===== config.mk =====
export PLATFORM = sky130hd
export DESIGN_NAME = rtc_read_sequencer_flat
export DESIGN_NICKNAME = d
export VERILOG_FILES = /design/src/rtl/rtc_pkg.sv /design/src/rtl/rtc_read_sequencer_if.sv /design/src/rtl/rtc_reg_bank.sv /design/src/rtl/rtc_read_sequencer.sv /design/src/flat_wrapper.sv
export SDC_FILE = /design/constraint.sdc
export NUM_CORES = 1
export LEC_CHECK = 0
export CAP_MARGIN = 25
export CELL_PAD_IN_SITES_DETAIL_PLACEMENT = 0
export CELL_PAD_IN_SITES_GLOBAL_PLACEMENT = 1
export CORE_UTILIZATION = 42
export DETAILED_ROUTE_END_ITERATION = 8
export MAX_ROUTING_LAYER = met4
export PLACE_DENSITY_LB_ADDON = 0.1
export SYNTH_ARGS = -nofsm -noshare
export SYNTH_HDL_FRONTEND = slang
export SYNTH_SLANG_ARGS = --single-unit
export TNS_END_PERCENT = 5

===== constraint.sdc =====
create_clock -name clk -period 2.2 [get_ports clk]
set_clock_uncertainty 0.1 [all_clocks]
set_input_delay 0.22 -clock clk [delete_from_list [all_inputs] [get_ports clk]]
set_output_delay 0.22 -clock clk [all_outputs]
set_load 0.05 [all_outputs]

===== src/rtl/rtc_pkg.sv =====
// Shared types and constants for the RTC read sequencer: FSM states and the
// register address map walked on every refresh.
package rtc_pkg;

    localparam int NUM_REGS_DEFAULT    = 11;
    localparam int ACK_TIMEOUT_DEFAULT = 255;

    typedef enum logic [2:0] {
        ST_IDLE,
        ST_REQ,
        ST_GAP,
        ST_SOF,
        ST_STREAM
    } state_t;

    localparam logic [7:0] ADDR_TABLE [0:10] = '{
        8'h21, 8'h22, 8'h23, 8'h24, 8'h25, 8'h26,
        8'h27, 8'h28, 8'h41, 8'h42, 8'h43
    };

    // Indices past the table map to address 0x00.
    function automatic logic [7:0] reg_addr(input logic [3:0] idx);
        return (idx < 4'd11) ? ADDR_TABLE[idx] : 8'h00;
    endfunction

endpackage


===== src/rtl/rtc_read_sequencer_if.sv =====
// RTC bus read channel plus the byte stream towards the VGA consumer.
// The master side is the sequencer, the slave side is its environment.
interface rtc_read_sequencer_if;

    logic       bus_req;
    logic [7:0] bus_addr;
    logic       bus_ack;
    logic [7:0] bus_rdata;
    logic       out_valid;
    logic       out_ready;
    logic [7:0] out_data;
    logic [3:0] out_idx;
    logic       frame_start;

    modport master (
        output bus_req, bus_addr, out_valid, out_data, out_idx, frame_start,
        input  bus_ack, bus_rdata, out_ready
    );

    modport slave (
        input  bus_req, bus_addr, out_valid, out_data, out_idx, frame_start,
        output bus_ack, bus_rdata, out_ready
    );

endinterface


===== src/rtl/rtc_reg_bank.sv =====
// Capture bank for one RTC snapshot: one synchronous write port and one
// combinational read port.
module rtc_reg_bank #(
    parameter int NUM_REGS = 11
) (
    input  logic       clk,
    input  logic       rst_n,
    input  logic       we,
    input  logic [3:0] waddr,
    input  logic [7:0] wdata,
    input  logic [3:0] raddr,
    output logic [7:0] rdata
);

    logic [7:0] mem [NUM_REGS];

    // NOTE: this bank is cleared on reset so a snapshot never leaks across an
    // aborted frame; that forces flops, not RAM. Memories without that need
    // should stay unreset.
    always_ff @(posedge clk) begin
        if (!rst_n) begin
            for (int i = 0; i < NUM_REGS; i++) mem[i] <= 8'h00;
        end else if (we && (int'(waddr) < NUM_REGS)) begin
            mem[waddr] <= wdata;
        end
    end

    assign rdata = (int'(raddr) < NUM_REGS) ? mem[raddr] : 8'h00;

endmodule


===== src/rtl/rtc_read_sequencer.sv =====
// Reads NUM_REGS RTC registers into a bank on each refresh, then streams the
// snapshot to the VGA consumer behind a one-cycle frame_start pulse.
module rtc_read_sequencer
    import rtc_pkg::*;
#(
    parameter int NUM_REGS    = NUM_REGS_DEFAULT,
    parameter int ACK_TIMEOUT = ACK_TIMEOUT_DEFAULT
) (
    input  logic                  clk,
    input  logic                  rst_n,
    input  logic                  refresh,
    rtc_read_sequencer_if.master  io,
    output logic                  busy,
    output logic                  timeout_err
);

    localparam logic [3:0] LAST_IDX   = 4'(NUM_REGS - 1);
    localparam logic [7:0] WAIT_LIMIT = 8'(ACK_TIMEOUT - 1);

    state_t     state;
    logic [3:0] idx;
    logic [3:0] k;
    logic       pending;
    logic [7:0] wait_cnt;
    logic       bank_we;
    logic [3:0] rd_addr;
    logic [7:0] rd_data;

    assign bank_we = (state == ST_REQ) && io.bus_ack;

    // out_data is registered, so the bank is read one entry ahead of k.
    // NOTE: every always_comb output gets a default first; otherwise a path
    // that skips the assignment infers a latch.
    always_comb begin
        rd_addr = 4'd0;
        if (state == ST_STREAM && k != LAST_IDX) rd_addr = k + 4'd1;
    end

    rtc_reg_bank #(.NUM_REGS(NUM_REGS)) u_bank (
        .clk   (clk),
        .rst_n (rst_n),
        .we    (bank_we),
        .waddr (idx),
        .wdata (io.bus_rdata),
        .raddr (rd_addr),
        .rdata (rd_data)
    );

    // NOTE: state is updated with non-blocking assignments only, so every
    // branch below sees the pre-edge values regardless of statement order.
    always_ff @(posedge clk) begin
        if (!rst_n) begin
            state          <= ST_IDLE;
            idx            <= 4'd0;
            k              <= 4'd0;
            pending        <= 1'b0;
            wait_cnt       <= 8'd0;
            io.bus_req     <= 1'b0;
            io.bus_addr    <= 8'h00;
            io.out_valid   <= 1'b0;
            io.out_data    <= 8'h00;
            io.out_idx     <= 4'd0;
            io.frame_start <= 1'b0;
            busy           <= 1'b0;
            timeout_err    <= 1'b0;
        end else begin
            io.frame_start <= 1'b0;
            if (refresh && state != ST_IDLE) pending <= 1'b1;

            case (state)
                ST_IDLE: begin
                    if (refresh || pending) begin
                        idx         <= 4'd0;
                        pending     <= 1'b0;
                        wait_cnt    <= 8'd0;
                        io.bus_req  <= 1'b1;
                        io.bus_addr <= reg_addr(4'd0);
                        busy        <= 1'b1;
                        state       <= ST_REQ;
                    end
                end
                ST_REQ: begin
                    if (io.bus_ack) begin
                        io.bus_req <= 1'b0;
                        state      <= ST_GAP;
                    end else begin
                        if (wait_cnt != 8'hFF) wait_cnt <= wait_cnt + 8'd1;
                        if (wait_cnt == WAIT_LIMIT) begin
                            io.bus_req  <= 1'b0;
                            timeout_err <= 1'b1;
                            busy        <= 1'b0;
                            state       <= ST_IDLE;
                        end
                    end
                end
                ST_GAP: begin
                    if (idx == LAST_IDX) begin
                        io.frame_start <= 1'b1;
                        state          <= ST_SOF;
                    end else begin
                        idx         <= idx + 4'd1;
                        wait_cnt    <= 8'd0;
                        io.bus_req  <= 1'b1;
                        io.bus_addr <= reg_addr(idx + 4'd1);
                        state       <= ST_REQ;
                    end
                end
                ST_SOF: begin
                    k            <= 4'd0;
                    io.out_valid <= 1'b1;
                    io.out_data  <= rd_data;
                    io.out_idx   <= 4'd0;
                    state        <= ST_STREAM;
                end
                ST_STREAM: begin
                    if (io.out_ready) begin
                        if (k == LAST_IDX) begin
                            k            <= 4'd0;
                            io.out_valid <= 1'b0;
                            io.out_data  <= 8'h00;
                            io.out_idx   <= 4'd0;
                            timeout_err  <= 1'b0;
                            busy         <= 1'b0;
                            state        <= ST_IDLE;
                        end else begin
                            k           <= k + 4'd1;
                            io.out_idx  <= k + 4'd1;
                            io.out_data <= rd_data;
                        end
                    end
                end
                default: state <= ST_IDLE;
            endcase
        end
    end

endmodule


===== src/flat_wrapper.sv =====
// flat-port wrapper written by rule: the top's interface ports become plain ports
module rtc_read_sequencer_flat import rtc_pkg::*;
#(
    parameter int NUM_REGS    = NUM_REGS_DEFAULT,
    parameter int ACK_TIMEOUT = ACK_TIMEOUT_DEFAULT
)
  (clk, rst_n, refresh, busy, timeout_err, io_bus_req, io_bus_addr, io_out_valid, io_out_data, io_out_idx, io_frame_start, io_bus_ack, io_bus_rdata, io_out_ready);
  rtc_read_sequencer_if io_i ();
  input  logic clk;
  input  logic rst_n;
  input  logic refresh;
  output logic busy;
  output logic timeout_err;
  output wire logic [$bits(io_i.bus_req)-1:0] io_bus_req;
  output wire logic [$bits(io_i.bus_addr)-1:0] io_bus_addr;
  output wire logic [$bits(io_i.out_valid)-1:0] io_out_valid;
  output wire logic [$bits(io_i.out_data)-1:0] io_out_data;
  output wire logic [$bits(io_i.out_idx)-1:0] io_out_idx;
  output wire logic [$bits(io_i.frame_start)-1:0] io_frame_start;
  input wire logic [$bits(io_i.bus_ack)-1:0] io_bus_ack;
  input wire logic [$bits(io_i.bus_rdata)-1:0] io_bus_rdata;
  input wire logic [$bits(io_i.out_ready)-1:0] io_out_ready;
  assign io_bus_req = io_i.bus_req;
  assign io_bus_addr = io_i.bus_addr;
  assign io_out_valid = io_i.out_valid;
  assign io_out_data = io_i.out_data;
  assign io_out_idx = io_i.out_idx;
  assign io_frame_start = io_i.frame_start;
  assign io_i.bus_ack = io_bus_ack;
  assign io_i.bus_rdata = io_bus_rdata;
  assign io_i.out_ready = io_out_ready;
  rtc_read_sequencer #(.NUM_REGS(NUM_REGS), .ACK_TIMEOUT(ACK_TIMEOUT)) u_core (.clk(clk), .rst_n(rst_n), .refresh(refresh), .io(io_i), .busy(busy), .timeout_err(timeout_err));
endmodule

==> results.md <==
- The launch point of the worst reg-to-reg path is u_core.k[0].
- Power spread over the standard cell area amounts to 746 nW/um2.
- The maximum vdd drop is 535 uV.
- The share of post-route cells with drive strength above 1 is 22.6%.
- The initial utilization of the core area, before any placement, comes to 43.3%.
- Counting instances, the worst hold path has a depth of 2.
- The placed standard-cell area is 7530 um2.
- The worst setup path is launched from a register.
- The die covers 15500 um2.
- Measured in cells, the most critical reg-to-reg path has a length of 8.
- The filler cells instantiated in the layout total 1255.
- The tree is rooted in a sky130_fd_sc_hd__clkbuf_16.
- Ranked by total cell area, the synthesized netlist is headed by sky130_fd_sc_hd__edfxtp_1 41%, sky130_fd_sc_hd__dfxtp_1 15%, sky130_fd_sc_hd__nor2_1 6.1%, sky130_fd_sc_hd__nand2_1 3.1%, sky130_fd_sc_hd__mux4_2 2.5%.
- Traced cell by cell, the critical path runs through ha_2, xnor2_1, o21ai_0, nor4b_2, buf_4, a21boi_1, buf_4, a221o_1.
- The top cell family by delay on the critical path is compound AO/OA/AOI/OAI gates.
- The master of the slowest instance on the critical path is sky130_fd_sc_hd__dfxtp_4.
- In the post-synthesis netlist, the cell with the most instances is sky130_fd_sc_hd__nor2_1.
- The count of distinct cell types in the synthesized netlist is 70.
- The run finished with clean final reports.
- Setup violations remaining at the end of the flow were counted as 0.
- The cell type with the highest aggregate area in the netlist is sky130_fd_sc_hd__edfxtp_1.
- The clock tree synthesis step divided the H-tree into 4 levels.
- The worst max-slew margin expressed relative to the limit is 62.8%.
- The cell count after synthesis is 582.
- Counting I/O delays and the setup requirement, the final critical path takes 2160 ps.
- Once layout is complete, the cells apart from fillers number 886.
- After routing the design area is 8180 um2.
- Among the stages of the critical path, the cell type that occurs most often is sky130_fd_sc_hd__buf_4.
- The TritonCTS clock tree is yes.
- The routed via count is 4936.
- Data on the critical path arrives at its endpoint at 2430 ps.
- The clock slew seen by the registers of the worst setup and hold paths is 60 ps.
- The hold path startpoint is u_core.busy.
- The mapped netlist covers 6310 um2.
- The layout overhead on the synthesized area is 29.6%.
- For this design the top-level I/O count stands at 38.
- The global-route total usage across every layer is 23.2%.
- The slew at the pin closest to its max-slew limit is 557 ps.
- By count the netlist is led by 102 x sky130_fd_sc_hd__nor2_1, 87 x sky130_fd_sc_hd__edfxtp_1, 52 x sky130_fd_sc_hd__nand2_1, 47 x sky130_fd_sc_hd__dfxtp_1, 24 x sky130_fd_sc_hd__o21ai_0.
- The worst setup path is of the reg -> reg kind.
- The kind of end point of the critical path is a register.
- The number of synthesized flops with an enable pin is 87.
- The first global-routing pass estimated 26600 um of wire.
- The die is 125 um wide.
- The number of global-route vias before repair is 4771.
- Among all flip-flop cells after synthesis, the most frequent one is sky130_fd_sc_hd__edfxtp_1.
- Registers take 3560 um2.
- The DRC violations left is 0.
- The detailed-routing iteration count for the pre-antenna-repair pass is 4.
- The count of buffers added by post-CTS timing repair for setup is 0.
- The fraction of synthesis flops using an asynchronous set or reset pin is 0%.
- Clock tree synthesis found a total of 134 sinks.
- For this design, the CTS-stage hold fixing added 0 buffers.
- The worst stage delay on the critical path is 360 ps.
- The detail route stage leaves a number of antenna-violating nets equal to 0.
- The tightest min-delay check is of the reg -> reg type.
- The final estimated routing congestion in global placement is 0.874.
- The total number of cells along the worst setup path is 8.
- The synthesized design contains 134 register bits.
- For the worst setup path, the data required time is 2470 ps.
- The setup slack of the worst register-to-register path is 40 ps.
- The routed design has 16800 um of wire.
- The global route total overflow is 0.
- For this block, the initial DRC count from the detailed router was 347.
- The buffering stage count on the worst path with inverters included is 2.
- The critical register-to-register path endpoint is u_core.io.out_data[7].
- During placement, the flow inserted port buffers numbering 35.
- The count of nets after finishing is 710.
- The number of inserted diodes is 0.
- The row count is 44.
- The worst min-delay path endpoint is u_core.busy.
- The detailed placement HPWL is 12000 um.
- For this run, the register share of the synthesized area comes to 56.3%.
- The number of instances in the placed design is 853.
- The later pin in the worst-skew pair is clocked with a latency of 420 ps.
- The clock passes through at most 2 buffers.
- Setup repair after global routing could not meet its margin everywhere.
- The number of slew-limit violations in the final report is 0.
- The part of the cycle the worst path needs is 98.1%.
- In this run the worst path has a maximum fanout of 7.
- The hold violation count in the final report came to 0.
- Entering global routing, the biggest net connects 35 pins.
- The CTS buffer count is 17.
- The leakage power total is 3.04 nW.
- The initial antenna violation count came to 0.
- The die is 125 um tall.
- The area taken by multi-input logic gates is 2590 um2.
- Yosys printed 0 warnings.
- The post-synthesis area per instance is 10.9 um2.
- Based on the critical path, the design can be clocked at up to 0.463 GHz.
- The total of max-cap violations is 0.
- After detailed routing, the average wire length per cell comes to 18.9 um.
- The detail-routed via count per cell is 5.57.
- The area share of the largest cell type after synthesis is 41.4%.
- The core outline area is 14600 um2.
==> state kept, by name (all words and copies together) (netlist names) <==
| signal | count |
|---|---|
| u_core.io.out_valid | 1 |
| u_core.io.bus_req | 1 |
| u_core.pending | 1 |
| u_core.busy | 1 |
| u_core.idx | 4 |
| u_core.wait_cnt | 8 |
| u_core.k | 4 |
| u_core.io.bus_addr | 6 |
| u_core.io.frame_start | 1 |
| u_core.timeout_err | 1 |
| u_core.state | 3 |
| u_core.u_bank.mem | 95 |
| u_core.io.out_data | 8 |
==> cells by family (layout without fill, tap and decap cells) <==
| group | count (synthesis) | count (layout) | synth area share, % |
|---|---|---|---|
| other | 1 | 2 | 0.0594 |
| AOI/OAI and AO/OA | 106 | 106 | 12.0 |
| buffers and inverters | 49 | 168 | 3.37 |
| adders and majority gates | 8 | 8 | 1.59 |
| xor gates and xnor gates | 10 | 10 | 1.39 |
| and+or+nand+nor | 245 | 245 | 19.1 |
| DFF | 134 | 134 | 56.3 |
| muxes | 29 | 29 | 6.14 |
==> metal layers <==
layer  GRT usage (%)  wire (um)  share of wire [%]
met5               -          0                  0
met4            7.23        244                1.5
met3            4.77        788                4.7
met2            34.9       7870                 47
met1            31.4       7860                 47
==> final cells by class <==
| type | count | share of cell area, % |
|---|---|---|
| Inverter | 17 | 0.780 |
| Sequential cell | 134 | 43.5 |
| Timing Repair Buffer | 119 | 13.9 |
| Clock buffer | 23 | 6.24 |
| Multi-Input combinational cell | 400 | 31.6 |
| Tap cell | 184 | 2.81 |
| Clock inverter | 9 | 1.07 |
==> layout by cell type, fill, tap and decap left out, types with 7 or more instances in the layout <==
master,instances
sky130_fd_sc_hd__a21oi_1,17
sky130_fd_sc_hd__a31oi_1,7
sky130_fd_sc_hd__clkdlybuf4s50_1,35
sky130_fd_sc_hd__buf_4,70
sky130_fd_sc_hd__nand3_1,13
sky130_fd_sc_hd__dfxtp_1,43
sky130_fd_sc_hd__clkbuf_16,19
sky130_fd_sc_hd__inv_1,15
sky130_fd_sc_hd__mux2i_1,14
sky130_fd_sc_hd__o21ai_0,22
sky130_fd_sc_hd__a22oi_1,8
sky130_fd_sc_hd__and2_1,17
sky130_fd_sc_hd__mux4_2,7
sky130_fd_sc_hd__nor2_1,102
sky130_fd_sc_hd__edfxtp_1,87
sky130_fd_sc_hd__nand2_1,50
sky130_fd_sc_hd__mux2_2,8
sky130_fd_sc_hd__or3_1,7
sky130_fd_sc_hd__buf_12,12
==> report_power, final <==
group | leakage, nW | switching [mW] | total [mW] | internal, mW
registers | 1.27 | 0.0358 | 2.78 | 2.75
clock network | 0.291 | 1.09 | 2.84 | 1.76
logic | 1.49 | 0.277 | 0.477 | 0.199
==> per-stage QoR <==
| step | TNS (ps) | hold WS, ps | setup slack (ps) | total power, mW | utilization (%) |
|---|---|---|---|---|---|
| 6_report | 0 | 359 | 41.9 | 6.10 | 56.1 |
| 5_1_grt | -55.7 | 382 | -27.8 | 6.30 | 56.1 |
| 4_1_cts | -1.62 | 367 | -1.62 | 6.14 | 55.8 |
| 3_5_place_dp | -1210 | 347 | -121 | 3.31 | 51.6 |
| 3_3_place_gp | -333 | 352 | -59.8 | 3.30 | 51.6 |
| 2_1_floorplan | -178 | 318 | -16.1 | 3.09 | - |
==> repair_timing <==
action	CTS	global route
setup endpoints to repair	10	47
gates cloned	0	1
gates resized for setup	3	15
hold endpoints to repair	0	0
==> tightest hold or removal path, cell delays in order (launching register included) <==
cell                      delay [ps]
sky130_fd_sc_hd__dfxtp_1         310
sky130_fd_sc_hd__nand2_1          50
sky130_fd_sc_hd__mux2i_1          50
==> worst max-delay path by stage <==
stage                              from                       to
final                       u_core.k[0]    u_core.io.out_data[7]
after global routing        u_core.k[0]    u_core.io.out_data[7]
after CTS                   u_core.k[0]    u_core.io.out_data[5]
after detailed placement          rst_n  u_core.u_bank.mem[8][1]
after global placement     io_out_ready    u_core.io.out_data[5]
after floorplan           u_core.idx[1]  u_core.u_bank.mem[8][0]
No activity file was read; power rests on OpenSTA's default activity.
